--- config.mk ---
export PLATFORM = sky130hd
export DESIGN_NAME = ad_ip_jesd204_tpl_dac_fifo
export DESIGN_NICKNAME = d
export VERILOG_FILES = /design/src/rtl/ad_ip_jesd204_tpl_dac_fifo.sv
export SDC_FILE = /design/constraint.sdc
export NUM_CORES = 1
export LEC_CHECK = 0
export BUFFER_PORTS_ARGS = -buffer_cell sky130_fd_sc_hd__clkbuf_2
export CORE_UTILIZATION = 60
export CTS_CLUSTER_SIZE = 24
export DETAILED_ROUTE_END_ITERATION = 16
export MAX_ROUTING_LAYER = met4
export PLACE_DENSITY = 0.81
export SYNTH_ARGS = -nofsm -noshare
export SYNTH_HDL_FRONTEND = slang
export SYNTH_SLANG_ARGS = --single-unit
--- constraint.sdc ---
create_clock -name clk -period 19.8 [get_ports clk]
set_clock_uncertainty 0.05 [all_clocks]
set_input_delay 1.98 -clock clk [delete_from_list [all_inputs] [get_ports clk]]
set_output_delay 1.98 -clock clk [all_outputs]
set_load 0.005 [all_outputs]
--- src/rtl/ad_ip_jesd204_tpl_dac_fifo.sv ---
// Prefill FIFO between the DMA and the JESD204 TPL DAC core. Streaming starts once a
// programmable level is reached. Underflows are flagged, latched and counted.
module ad_ip_jesd204_tpl_dac_fifo #(
    parameter int unsigned DATA_WIDTH    = 64,
    parameter int unsigned ADDRESS_WIDTH = 4
) (
    input  logic                     clk,
    input  logic                     reset,
    input  logic                     dma_valid,
    output logic                     dma_ready,
    input  logic [DATA_WIDTH-1:0]    dma_data,
    input  logic                     dac_valid,
    output logic [DATA_WIDTH-1:0]    dac_ddata,
    input  logic [ADDRESS_WIDTH:0]   cfg_threshold,
    input  logic                     cfg_rearm,
    input  logic                     flush,
    output logic                     dac_dunf,
    output logic                     dunf_sticky,
    output logic [15:0]              dunf_count,
    output logic [ADDRESS_WIDTH:0]   level
);

    localparam int unsigned DEPTH = 1 << ADDRESS_WIDTH;
    localparam int unsigned LW    = ADDRESS_WIDTH + 1;
    localparam logic [LW-1:0] LVL_FULL = LW'(DEPTH);

    localparam logic [1:0] ST_IDLE    = 2'd0;
    localparam logic [1:0] ST_PREFILL = 2'd1;
    localparam logic [1:0] ST_STREAM  = 2'd2;

    logic [DATA_WIDTH-1:0]    mem [DEPTH];
    logic [ADDRESS_WIDTH-1:0] wr_ptr;
    logic [ADDRESS_WIDTH-1:0] rd_ptr;
    logic [1:0]               state;
    logic [LW-1:0]            thr_eff;
    logic                     wr_en;
    logic                     rd_en;
    logic                     unf;

    // Threshold of zero still needs one word; anything beyond the depth is unreachable.
    always_comb begin
        thr_eff = cfg_threshold;
        if (cfg_threshold > LVL_FULL) begin
            thr_eff = LVL_FULL;
        end else if (cfg_threshold == '0) begin
            thr_eff = LW'(1);
        end
    end

    assign dma_ready = !reset && !flush && (level < LVL_FULL);
    assign wr_en     = dma_valid && dma_ready;
    assign rd_en     = (state == ST_STREAM) && dac_valid && (level != '0);
    assign unf       = (state == ST_STREAM) && dac_valid && (level == '0);

    // Storage has no reset so it can map onto distributed RAM.
    always_ff @(posedge clk) begin
        if (wr_en) begin
            mem[wr_ptr] <= dma_data;
        end
    end

    always_ff @(posedge clk) begin
        if (reset || flush) begin
            state       <= ST_IDLE;
            wr_ptr      <= '0;
            rd_ptr      <= '0;
            level       <= '0;
            dac_ddata   <= '0;
            dac_dunf    <= 1'b0;
            dunf_sticky <= 1'b0;
            dunf_count  <= '0;
        end else begin
            if (wr_en) begin
                wr_ptr <= wr_ptr + ADDRESS_WIDTH'(1);
            end

            if (rd_en) begin
                dac_ddata <= mem[rd_ptr];
                rd_ptr    <= rd_ptr + ADDRESS_WIDTH'(1);
            end else if (unf) begin
                dac_ddata <= '0;
            end

            case ({wr_en, rd_en})
                2'b10:   level <= level + LW'(1);
                2'b01:   level <= level - LW'(1);
                default: level <= level;
            endcase

            dac_dunf <= unf;
            if (unf) begin
                dunf_sticky <= 1'b1;
                if (dunf_count != 16'hFFFF) begin
                    dunf_count <= dunf_count + 16'd1;
                end
            end

            case (state)
                ST_IDLE: begin
                    if (wr_en) state <= ST_PREFILL;
                end
                ST_PREFILL: begin
                    if (level >= thr_eff) state <= ST_STREAM;
                end
                ST_STREAM: begin
                    if (unf && cfg_rearm) state <= ST_PREFILL;
                end
                default: state <= ST_IDLE;
            endcase
        end
    end

endmodule

# Word level (Yosys, flattened, before mapping)
# Memory sizes are Yosys's and may differ from the RTL's. A register that Yosys moved wholly into a read port is not among the register bits.
# Index checks and enable logic that the tools add are counted.
classes:
  shift: 0
  n_div: 0
  n_addsub: 5
  n_lt_le_gt_ge: 3
  n_bitwise: 0
  n_eq_ne: 8
  n_mux: 13
  multipliers: 0
  reduce_logical: 18
op_table:
  columns: ["operator", "n"]
  rows:
  - ["2-to-1 mux 64 bit", 2]
  - ["adder 16 x 1 -> 16 bit (second input constant)", 1]
  - ["inequality test 16 bit (second input constant)", 1]
  - ["logical NOT 5 bit", 2]
  - ["2-to-1 mux 5 bit", 2]
  - ["one-hot mux 5 bit (2 select lines)", 1]
  - ["adder 4 x 1 -> 4 bit (second input constant)", 2]
  - ["2-to-1 mux 4 bit", 2]
  - ["logical AND 1 bit", 7]
  - ["2-to-1 mux 2 bit", 3]
  - ["one-hot mux 2 bit (3 select lines)", 1]
  - ["adder 5 x 1 -> 5 bit (second input constant)", 1]
  - ["greater-or-equal comparator 5 bit", 1]
  - ["> comparator 5 bit (second input constant)", 1]
  - ["< comparator 5 bit (second input constant)", 1]
  - ["nonzero test 5 bit", 1]
  - ["subtractor 5 x 1 -> 5 bit (second input constant)", 1]
  - ["equality test 2 x 1 -> 1 bit (second input constant)", 2]
  - ["equality test 2 bit (second input constant)", 2]
  - ["inequality test 2 bit (second input constant)", 2]
  - ["nonzero test 2 bit", 2]
  - ["AND reduction 3 bit", 1]
  - ["logical NOT 1 bit", 2]
  - ["logical NOT 2 bit", 1]
  - ["4 further kinds", 5]
word_totals:
  input_bits: 75
  latch_bits: 0
  out_inout_bits: 88
  n_memories: 1
  mem_bits_rw: 1024
  word_cells: 56
  mem_bits_ro: 0
  regBits: 97
mem_list:
  columns: ["memory", "words", "word_bits", "read_ports", "rd_ports_with_merged_regs", "write_ports", "line_no", "source"]
  rows:
  - ["mem", 16, 64, 1, 1, 1, "31", "logic [DATA_WIDTH-1:0] mem [DEPTH];"]

# Logic depth before layout (Yosys ltp)
# Gate-level depths: netlist of the first run.
depth:
  word_depth: 6
  mapped_depth: 12
  ltp_nobuf: 11

# Least setup slack after synthesis of the first run
# No wires, ideal clock.
synth_timing:
  path_type: "input port to flip-flop"
  from: "in flush"
  to: "mem mem[3][0] (enable)"
  slack_ns: 11.749
  required_time_ns: 19.186
  path_buffers: 1
  cell_stages: 5
  t_arrival_ns: 7.436
  path_cell_list: "or2_2 > buf_4 > nor3b_2 > nand2_1 > nor3_1"
synth_via:
  elab_chain_cells: 6
synth_lines:
  columns: ["item", "line_no", "source"]
  rows:
  - ["start: declaration", "16", "input logic flush,"]
  - ["logical NOT 1 bit", "50", "assign dma_ready = !reset && !flush && (level < LVL_FULL);"]
  - ["logical AND 1 bit (2 in a row)", "50", null]
  - ["logical AND 1 bit", "51", "assign wr_en = dma_valid && dma_ready;"]
  - ["2-to-1 mux 1 bit", "57", "if (wr_en) begin"]
  - ["2-to-1 mux 1 bit (implied by the code)", "58", "mem[wr_ptr] <= dma_data;"]
  - ["end: declaration", "31", null]
# No other way between the ends.

# Final worst setup path of the first run
layout_timing:
  from: "in flush"
  to: "out dma_ready"
layout_via:
  elab_chain_cells: 3
layout_lines:
  columns: ["item", "line_no", "source"]
  rows:
  - ["logical NOT 1 bit", "50", null]
  - ["logical AND 1 bit (2 in a row)", "50", null]
  - ["end: declaration", "10", "output logic dma_ready,"]
# No other way between the ends.

==> impl_metrics.yaml, run 1 <==
synth:
  ys_async_sr_fraction: 0
  ys_warn_count: 0
  post_synth_num_cell_types: 49
  syn-instance-count: 1935
  yosys_register_bits: 1125
  synthFlopType: "sky130_fd_sc_hd__edfxtp_1"
  synthesis.area_sq_mm: 0.0424
  number_of_flops_mapped_to_enable_cells_by_yosys: 1024
  synth_area_per_cell_sq_um: 21.9
  sequential_share_of_the_synthesized_area: 0.773
  net_count_synth: 2026
routing:
  drt_first_pass_iters: 6
  route.antenna.remaining_nets: 0
  met2RoutedLength_mm: 49.6
  totalWireLength_mm: 94.9
  vias_per_std_cell: 6.55
  first_iter_violations: 2520
  met3RoutedLength_mm: 7.86
  wirelength_met1_mm: 35.0
  routed-via-count: 20800
  post-route-drc-count: 0
  route.top_layer_used: "met4"
  routedWlPerCell_microns: 29.9
clock_network:
  cts_hold_buffers: 0
  cts_setup_buffers: 0
  numCtsBuffers: 107
  cts_root_buf: "sky130_fd_sc_hd__clkbuf_16"
  cts_max_path_buffers: 3
  clk_transition_reported_paths_ps: 60
  cts_resized: 0
  clock_latency_at_the_later_pin_of_the_worst_skew_pair_ps: 680
  clock-sinks: 1125
  tritoncts: "built"
  htreeDepth: 3
power:
  p_leak_nw: 14.8
  ratio_of_total_power_to_cell_area_mw_per_mm2: 98.5
  irDropWorstVdd_v: 0.0000796
worst_hold_path:
  hold_path_end: "dunf_sticky"
  whs_path_depth: 1
  hp-start: "dunf_sticky"
  hold_path.class: "reg -> reg"
timing:
  hold_viol: 0
  fin_setup_tns_ps: 0
  post-route-worst-setup-slack_ps: 14840
  final.min_clock_period_ps: 4960
  final_max_slew_viol_count: 0
  slew_headroom: 0.170
  rsz0062_at_grt: "false"
  timing_worst_slew_pin_value_ps: 1250
  fmax_achieved_ghz: 0.202
  setup_violations: 0
  period_share: 0.251
placement:
  port-buffer-count: 162
  dp_cells: 2974
  hpwlAfterDp_mm: 48.4
  pre_cts_slack_ps: 14460
  post_dp_cell_area_sq_mm: 0.0444
  gp_routability_congestion: 0.795
floorplan:
  die_x_microns: 268
  die-height_microns: 268
  floorplan.core_area_sq_mm: 0.0700
  placement_rows: 97
  io-pin-count: 163
  start_util: 0.605
  die_area_sq_mm: 0.0717
final_layout:
  finish.utilization: 0.684
  highest_count_cells_in_the_layout_ignoring_fill_and_taps: "1,024 x sky130_fd_sc_hd__edfxtp_1, 256 x sky130_fd_sc_hd__mux4_2, 162 x sky130_fd_sc_hd__clkbuf_2, 107 x sky130_fd_sc_hd__clkbuf_16, 98 x sky130_fd_sc_hd__dfxtp_1"
  area.growth.synth_to_final_pct: 13.0
  antenna-diode-count: 0
  final_cell_area_sq_mm: 0.0479
  fraction_of_layout_instances_using_a_drive_strength_above_1: 0.321
  most_common_library_cell_in_the_layout_ignoring_fill_and_taps: "sky130_fd_sc_hd__edfxtp_1"
  stdcell_count: 3176
  final_nets: 2234
setup_path:
  worstSetupStartpointType: "input pin"
  crit_required_ps: 17770
  end_kind: "output pin"
  cp_data_arrival_time_ps: 2930
  timing.rr.end: "dac_ddata[58]"
  criticalPathCategory: "in -> out"
  rrSetupSlack_ps: 15930
  r2r_cell_count: 5
  maximum_fanout_encountered_on_the_critical_timing_path: 35
global_route:
  grt_remaining_overflow: 0
  number_of_antenna_violations_at_the_first_check_in_global_routing: 0
  grt_util_all_layers: 0.280
  first_global_vias: 22000
  largest_net_degree_at_the_start_of_global_routing: 110
  grt_first_pass_wirelength_mm: 141
run_status:
  run_status: "finished clean"
flow_run:
  max_cap_viols: 0
-- where the power goes --
group / leakage (nW) / switching, W / total, W / internal (W)
sequential: 10.0 / 0.00000171 / 0.00259 / 0.00259
combinational: 3.08 / 0.0000484 / 0.0000606 / 0.0000122
clock: 1.73 / 0.000886 / 0.00206 / 0.00118
total: 14.8 / 0.000937 / 0.00472 / 0.00378
-- critical path, stage by stage --
cell and delay (ps):
sky130_fd_sc_hd__clkbuf_2 80, sky130_fd_sc_hd__or2_2 280, sky130_fd_sc_hd__buf_4 260, sky130_fd_sc_hd__nor2_1 170, sky130_fd_sc_hd__clkbuf_2 140
-- cell type report --
cell class	count	area, sq um
multi-input cells	699	9270
clock buffers	133	2830
repair buffers	196	1080
clock inverters	69	736
well taps	940	1180
fillers	4067	22100
flip-flops and latches	1125	32800
inverters	14	52.6
-- flip-flops by register name (all words and copies together) (netlist names), named ones only --
register / flops
dac_ddata: 64
wr_ptr: 4
mem: 1024
rd_ptr: 4
dunf_sticky: 1
level: 5
dunf_count: 16
state: 2
dac_dunf: 1
-- cells by family (layout without fill, tap and decap cells) --
kind of cell | Yosys count | after routing | share of synthesized area
DFF | 1125 | 1125 | 0.773
muxes | 386 | 386 | 0.169
AOI/OAI and AO/OA | 155 | 155 | 0.0231
and+or+nand+nor | 123 | 123 | 0.0152
buffers and inverters | 111 | 412 | 0.0113
xor gates and xnor gates | 19 | 19 | 0.00393
adders and majority gates | 16 | 16 | 0.00490
-- cells in the mapped netlist (2+ instances only) --
cell	count	area (sq um)
sky130_fd_sc_hd__mux2i_1	66	661
sky130_fd_sc_hd__nand4_1	4	25.0
sky130_fd_sc_hd__nor2b_1	3	18.8
sky130_fd_sc_hd__or3_1	3	18.8
sky130_fd_sc_hd__mux2_2	64	721
sky130_fd_sc_hd__clkbuf_1	40	150
sky130_fd_sc_hd__o21ai_0	63	315
sky130_fd_sc_hd__dfxtp_1	101	2020
sky130_fd_sc_hd__or4_1	2	15.0
sky130_fd_sc_hd__nand2_1	21	78.8
sky130_fd_sc_hd__buf_2	46	230
sky130_fd_sc_hd__xnor2_1	12	105
sky130_fd_sc_hd__or2_2	2	12.5
sky130_fd_sc_hd__a22oi_1	64	480
sky130_fd_sc_hd__nor2_1	47	176
sky130_fd_sc_hd__buf_1	10	37.5
sky130_fd_sc_hd__nor4b_4	2	47.6
sky130_fd_sc_hd__nor3_1	10	50.1
sky130_fd_sc_hd__nor4_2	2	25.0
sky130_fd_sc_hd__inv_1	14	52.6
sky130_fd_sc_hd__o21ai_1	4	20.0
sky130_fd_sc_hd__xor2_1	7	61.3
sky130_fd_sc_hd__and2_1	2	12.5
sky130_fd_sc_hd__o31ai_1	4	30.0
sky130_fd_sc_hd__edfxtp_1	1024	30700
sky130_fd_sc_hd__nand2b_1	3	18.8
sky130_fd_sc_hd__a21oi_1	11	55.1
sky130_fd_sc_hd__nand3_1	10	50.1
sky130_fd_sc_hd__mux4_2	256	5770
sky130_fd_sc_hd__nor4_1	5	31.3
sky130_fd_sc_hd__ha_1	15	188
-- worst max path at each step --
| stage | cells past startpoint | slack, ps | to | start |
|---|---|---|---|---|
| floorplan | 5 | 11750 | mem[3][0] | flush |
| global placement | 8 | 14530 | mem[7][15] | flush |
| detailed placement | 8 | 14460 | mem[7][15] | flush |
| CTS | 5 | 14830 | dma_ready | flush |
| global route | 5 | 14750 | dma_ready | flush |
| finish | 5 | 14840 | dma_ready | flush |
-- layer usage --
metal  GRT usage  vias to the layer above
li1            -                     8503
met1       0.363                    10900
met2       0.470                     1238
met3      0.0354                      183
met4      0.0865                        0
met5           -                        -
-- through the flow --
stage | power, W | hold WS, ps
after detailed placement | 0.00270 | 428
after floorplan | 0.00266 | 414
final | 0.00472 | 431
after CTS | 0.00474 | 442
after global placement | 0.00270 | 423
after global routing | 0.00483 | 458
No activity file was read; power rests on OpenSTA's default activity.
==> run 2, diff against run 1 <==
--- a/config.mk
+++ b/config.mk
@@ -6,11 +6,11 @@
 export NUM_CORES = 1
 export LEC_CHECK = 0
 export BUFFER_PORTS_ARGS = -buffer_cell sky130_fd_sc_hd__clkbuf_2
-export CORE_UTILIZATION = 60
+export CORE_UTILIZATION = 55
 export CTS_CLUSTER_SIZE = 24
 export DETAILED_ROUTE_END_ITERATION = 16
 export MAX_ROUTING_LAYER = met4
-export PLACE_DENSITY = 0.81
+export PLACE_DENSITY = 0.78
 export SYNTH_ARGS = -nofsm -noshare
 export SYNTH_HDL_FRONTEND = slang
 export SYNTH_SLANG_ARGS = --single-unit
==> constraint.sdc (replaced) <==
create_clock -name clk -period 4.5 [get_ports clk]
set_clock_uncertainty 0.05 [all_clocks]
set_input_delay 0.45 -clock clk [delete_from_list [all_inputs] [get_ports clk]]
set_output_delay 0.45 -clock clk [all_outputs]
set_load 0.005 [all_outputs]
==> run 2 against run 1 <==
  * Cell area rose by 1.3%
  * Clock power rose to 4.4 times the previous value
  * Setup slack got worse by 13000 ps
  * Sequential power rose to 4.4 times the previous value
  * Critical path type is now reg -> reg
  * Flip-flop and latch count did not move
  * Die area rose by 9.0%
==> impl_metrics.yaml, run 2 (same netlist as run 1, synthesis figures left out) <==
floorplan:
  start_util: 0.557
  placement_rows: 101
  io-pin-count: 163
  floorplan.core_area_sq_mm: 0.0761
  die-height_microns: 280
  die_area_sq_mm: 0.0782
  die_x_microns: 280
routing:
  routedWlPerCell_microns: 27.4
  post-route-drc-count: 0
  drt_first_pass_iters: 6
  first_iter_violations: 2234
  route.antenna.remaining_nets: 0
  vias_per_std_cell: 6.16
  totalWireLength_mm: 89.8
  routed-via-count: 20200
setup_path:
  crit_required_ps: 5020
  cp_num_buf_inv: 1
  maximum_fanout_encountered_on_the_critical_timing_path: 7
  critical_path.startpoint: "state[0]"
  worst_setup_path_endpoint: "level[4]"
  cpMaxStageDelayCell: "sky130_fd_sc_hd__or3b_2"
  criticalPathCategory: "reg -> reg"
  end_kind: "flop"
  longest_individual_stage_delay_on_the_worst_path_ps: 450
  crit-reg2reg-launch: "state[0]"
  worstSetupStartpointType: "flop"
  r2r_cell_count: 10
  cp_data_arrival_time_ps: 3500
  timing.critical_path.max_delay_family: "simple AND/OR/NAND/NOR gates"
  cell_by_cell_trace_of_the_critical_path: "and3b_1 -> a21boi_2 -> ha_1 -> inv_1 -> fa_1 -> nor2b_1 -> o21ai_0 -> nand3_1 -> or3b_2 -> mux2i_1"
  worst-path-stages: 10
  rrSetupSlack_ps: 1520
  timing.rr.end: "level[4]"
worst_hold_path:
  whs_path_depth: 3
  hp-start: "reset"
  hold_path.class: "in -> reg"
clock_network:
  clk_transition_reported_paths_ps: 60
  tritoncts: "built"
  cts_max_path_buffers: 3
  htreeDepth: 3
  cts_root_buf: "sky130_fd_sc_hd__clkbuf_16"
  clock_latency_at_the_later_pin_of_the_worst_skew_pair_ps: 680
  clock-sinks: 1125
  cts_resized: 0
  cts_hold_buffers: 0
  numCtsBuffers: 106
  cts_setup_buffers: 0
final_layout:
  area.growth.synth_to_final_pct: 14.5
  highest_count_cells_in_the_layout_ignoring_fill_and_taps: "1,024 x sky130_fd_sc_hd__edfxtp_1, 256 x sky130_fd_sc_hd__mux4_2, 162 x sky130_fd_sc_hd__clkbuf_2, 107 x sky130_fd_sc_hd__clkbuf_16, 98 x sky130_fd_sc_hd__dfxtp_1"
  finish.utilization: 0.638
  fraction_of_layout_instances_using_a_drive_strength_above_1: 0.322
  top_register: "mem"
  most_common_library_cell_in_the_layout_ignoring_fill_and_taps: "sky130_fd_sc_hd__edfxtp_1"
  nFillCells: 4874
  stdcell_count: 3284
  largest_reg_flops: 1024
  final_nets: 2245
  final_cell_area_sq_mm: 0.0485
  largest_registers: "mem x1024, dac_ddata x64, dunf_count x16"
power:
  p_leak_nw: 15.0
  irDropWorstVdd_v: 0.000344
  ratio_of_total_power_to_cell_area_mw_per_mm2: 425
flow_run:
  max_cap_viols: 0
timing:
  timing_worst_slew_pin_value_ps: 1130
  final_max_slew_viol_count: 0
  period_share: 0.662
  hold_viol: 0
  final.min_clock_period_ps: 2980
  slew_headroom: 0.245
  rsz0062_at_grt: "false"
  setup_violations: 0
  fmax_achieved_ghz: 0.335
  timing.hold.ws_ps: 73.7
placement:
  post_dp_cell_area_sq_mm: 0.0450
  port-buffer-count: 162
  gp_routability_congestion: 0.799
  hpwlAfterDp_mm: 46.5
  dp_cells: 3076
run_status:
  run_status: "finished clean"
global_route:
  first_global_vias: 21700
  number_of_antenna_violations_at_the_first_check_in_global_routing: 9
  grt_util_all_layers: 0.243
  grt_remaining_overflow: 0
  largest_net_degree_at_the_start_of_global_routing: 77
  grt_first_pass_wirelength_mm: 136
## run 2: cell types whose count changed in the layout (fill, tap and decap cells not counted), moves of 4 or more
cell and change:
sky130_fd_sc_hd__inv_6 -4, sky130_fd_sc_hd__buf_4 -17, sky130_fd_sc_hd__nor3_4 +4, sky130_fd_sc_hd__nor3_2 -4
sky130_fd_sc_hd__clkbuf_8 +5, sky130_fd_sc_hd__clkinvlp_4 -7, sky130_fd_sc_hd__diode_2 +8, sky130_fd_sc_hd__buf_12 +29
## run 2: cell type report
| class | instances | area, sq um | area share |
|---|---|---|---|
| sequential | 1125 | 32800 | 0.675 |
| multi-input combinational | 699 | 9300 | 0.192 |
| clock buffer | 139 | 2900 | 0.0597 |
| timing repair buffer | 208 | 1530 | 0.0316 |
| tap | 1030 | 1290 | 0.0266 |
| clock inverter | 61 | 662 | 0.0136 |
| inverter | 14 | 52.6 | 0.00108 |
| antenna | 8 | 20.0 | 0.000412 |
## run 2: power by group
group / internal, W / total [W] / switching (W)
Clock: 0.00519 / 0.00897 / 0.00378
Sequential: 0.0114 / 0.0114 / 0.00000716
Combinational: 0.0000557 / 0.000248 / 0.000192
## run 2: how the worst min path moves through the flow
stage	end
after floorplan	dunf_sticky
after global placement	dunf_sticky
after detailed placement	dunf_sticky
after CTS	state[1]
after global routing	state[1]
final	state[1]
## run 2: through the flow
stage / total power, W / setup TNS, ps / setup slack [ps]
final: 0.0206 / 0 / 1520
after global routing: 0.0212 / 0 / 1320
after CTS: 0.0208 / 0 / 1510
after detailed placement: 0.0119 / 0 / 1080
after global placement: 0.0119 / 0 / 1120
after floorplan: 0.0117 / -213550 / -305
## run 2: layer usage
metal | vias to the layer above | track usage | wire (microns)
li1 | 8532 | - | -
met1 | 10600 | 0.319 | 34100
met2 | 992 | 0.390 | 45900
met3 | 133 | 0.0483 | 8160
met4 | 0 | 0.0694 | 1730
met5 | - | - | 0
## run 2: worst register-to-register path, cell delays in order, from the launching register on
cell and delay, ps:
sky130_fd_sc_hd__dfxtp_1 360, sky130_fd_sc_hd__and3b_1 320, sky130_fd_sc_hd__a21boi_2 400, sky130_fd_sc_hd__ha_1 310
sky130_fd_sc_hd__inv_1 110, sky130_fd_sc_hd__fa_1 390, sky130_fd_sc_hd__nor2b_1 150, sky130_fd_sc_hd__o21ai_0 110
sky130_fd_sc_hd__nand3_1 100, sky130_fd_sc_hd__or3b_2 450, sky130_fd_sc_hd__mux2i_1 130
==> run 3, diff against run 2 <==
==> constraint.sdc (replaced) <==
create_clock -name clk -period 2.7 [get_ports clk]
set_clock_uncertainty 0.05 [all_clocks]
set_input_delay 0.27 -clock clk [delete_from_list [all_inputs] [get_ports clk]]
set_output_delay 0.27 -clock clk [all_outputs]
set_load 0.005 [all_outputs]
==> run 3 against run 2 <==
  * Sequential share of layout area decreased by 1.6 points
  * Total power increased by 67%
  * Fmax increased by 17%
  * Combinational power increased by 100%
  * Core utilization increased by 1.5 points
  * Sequential power increased by 67%
  * Flip-flop and latch count unchanged
  * Wire length increased by 2.5%
  * Critical endpoint unchanged
  * Clock power increased by 67%
  * Critical path depth unchanged
  * Hold slack got worse by 52 ps
  * Highest routed layer unchanged
==> impl_metrics.yaml, run 3 (same netlist as run 1, synthesis figures left out) <==
timing:
  fmax_achieved_ghz: 0.393
  final_max_slew_viol_count: 0
  period_share: 0.942
  final.min_clock_period_ps: 2540
  post-route-worst-setup-slack_ps: 158
  setup_violations: 0
  timing_worst_slew_pin_value_ps: 819
  rsz0062_at_grt: "false"
  hold_viol: 0
  slew_headroom: 0.450
placement:
  gp_routability_congestion: 0.768
  port-buffer-count: 162
  pre_cts_slack_ps: 203
  hpwlAfterDp_mm: 47.7
clock_network:
  numCtsBuffers: 107
  htreeDepth: 3
  tritoncts: "built"
  cts_max_path_buffers: 3
  clock_latency_at_the_later_pin_of_the_worst_skew_pair_ps: 680
  clk_transition_reported_paths_ps: 70
  clock-sinks: 1125
  cts_resized: 0
  cts_root_buf: "sky130_fd_sc_hd__clkbuf_16"
final_layout:
  area.growth.synth_to_final_pct: 17.2
  highest_count_cells_in_the_layout_ignoring_fill_and_taps: "1,024 x sky130_fd_sc_hd__edfxtp_1, 256 x sky130_fd_sc_hd__mux4_2, 162 x sky130_fd_sc_hd__clkbuf_2, 108 x sky130_fd_sc_hd__clkbuf_16, 98 x sky130_fd_sc_hd__dfxtp_1"
  most_common_library_cell_in_the_layout_ignoring_fill_and_taps: "sky130_fd_sc_hd__edfxtp_1"
  final_nets: 2354
  fraction_of_layout_instances_using_a_drive_strength_above_1: 0.326
  top_register: "mem"
  nFillCells: 4800
  largest_reg_flops: 1024
  largest_registers: "mem x1024, dac_ddata x64, dunf_count x16"
power:
  internal_power_w: 0.0278
  p_leak_nw: 15.5
  p_clk_frac: 0.435
  comb_power_share: 0.014
  ratio_of_total_power_to_cell_area_mw_per_mm2: 695
  irDropWorstVdd_v: 0.000523
  sw_frac_of_total: 0.194
  finalPower_w: 0.0345
  power.switching_w: 0.00670
  seq_power_share: 0.550
routing:
  post-route-drc-count: 0
  drt_first_pass_iters: 6
  routedWlPerCell_microns: 27.2
  routed-via-count: 20700
  first_iter_violations: 2011
  route.antenna.remaining_nets: 0
  vias_per_std_cell: 6.12
  totalWireLength_mm: 92.1
setup_path:
  worstSetupStartpointType: "flop"
  end_kind: "flop"
  maximum_fanout_encountered_on_the_critical_timing_path: 5
  criticalPathCategory: "reg -> reg"
  crit_required_ps: 3210
  cp_data_arrival_time_ps: 3050
global_route:
  grt_util_all_layers: 0.248
  largest_net_degree_at_the_start_of_global_routing: 65
  grt_first_pass_wirelength_mm: 137
  first_global_vias: 21900
  number_of_antenna_violations_at_the_first_check_in_global_routing: 4
  grt_remaining_overflow: 0
floorplan:
  floorplan.core_area_sq_mm: 0.0761
  placement_rows: 101
  start_util: 0.557
  die_x_microns: 280
  io-pin-count: 163
  die-height_microns: 280
  die_area_sq_mm: 0.0782
flow_run:
  max_cap_viols: 0
run_status:
  run_status: "finished clean"
worst_hold_path:
  hold_path.class: "in -> reg"
-- run 3: cell types whose count changed in the layout (fill, tap and decap cells not counted), moves of 5 or more --
cell	before	now
sky130_fd_sc_hd__buf_4	16	44
sky130_fd_sc_hd__dlygate4sd3_1	0	68
sky130_fd_sc_hd__clkbuf_1	22	27
sky130_fd_sc_hd__buf_12	30	42
-- run 3: what timing repair did --
action | in CTS | in global routing
hold buffers | 68 | 0
hold endpoints to repair | 1011 | 0
setup buffers | 0 | 0
-- run 3: worst paths after layout --
path | from | to | slack (ps) | cells past startpoint
max | state[0] | level[4] | 160 | 10
min | dma_data[48] | mem[6][48] | 20 | 1
max reg2reg | state[0] | level[4] | 160 | 10
min reg2reg | dac_ddata[62] | dac_ddata[62] | 440 | 2
-- run 3: layer usage --
| metal | vias up | global-route usage | part of all wire |
|---|---|---|---|
| li1 | 8748 | - | - |
| met1 | 10900 | 0.319 | 0.39 |
| met2 | 905 | 0.409 | 0.51 |
| met3 | 160 | 0.0430 | 0.077 |
| met4 | 0 | 0.0736 | 0.024 |
| met5 | - | - | 0 |
-- run 3: area by class of cell --
class | count | area, sq um | area share
diodes | 4 | 10.0 | 0.000201
clock buffers | 143 | 2910 | 0.0586
clock inverters | 56 | 629 | 0.0127
inverters | 14 | 52.6 | 0.00106
multi-input cells | 699 | 9350 | 0.188
flip-flops and latches | 1125 | 32800 | 0.660
well taps | 1030 | 1290 | 0.0259
repair buffers | 316 | 2660 | 0.0536
-- run 3: metrics by stage --
step | std cells | setup TNS [ps] | utilization | cell area (sq um) | hold slack [ps]
floorplan | 1935 | -232610 | - | 42600 | 319
global placement | 3116 | 0 | 0.598 | 45500 | 423
global route | 3387 | 0 | 0.653 | 49700 | 14.3
finish | 3387 | 0 | 0.653 | 49700 | 21.7
detailed placement | 3116 | 0 | 0.598 | 45500 | 431
CTS | 3383 | 0 | 0.653 | 49700 | 1.59
-- run 3: worst max-delay path, cell delays in order (launching register included) --
cell and delay, ps:
sky130_fd_sc_hd__dfxtp_1 360, sky130_fd_sc_hd__and3b_1 240, sky130_fd_sc_hd__a21boi_2 200, sky130_fd_sc_hd__ha_2 250
sky130_fd_sc_hd__inv_1 90, sky130_fd_sc_hd__fa_1 400, sky130_fd_sc_hd__nor2b_2 140, sky130_fd_sc_hd__o21ai_1 100
sky130_fd_sc_hd__nand3_1 90, sky130_fd_sc_hd__or3b_4 370, sky130_fd_sc_hd__mux2i_1 120
-- run 3: power groups by stage --
stage          Combinational [W]  Sequential [W]  Clock (W)
2_1_floorplan           0.000105          0.0194          0
3_3_place_gp            0.000374          0.0194          0
3_5_place_dp            0.000408          0.0194          0
4_1_cts                 0.000497          0.0190     0.0152
5_1_grt                 0.000537          0.0190     0.0159
6_report                0.000498          0.0190     0.0150
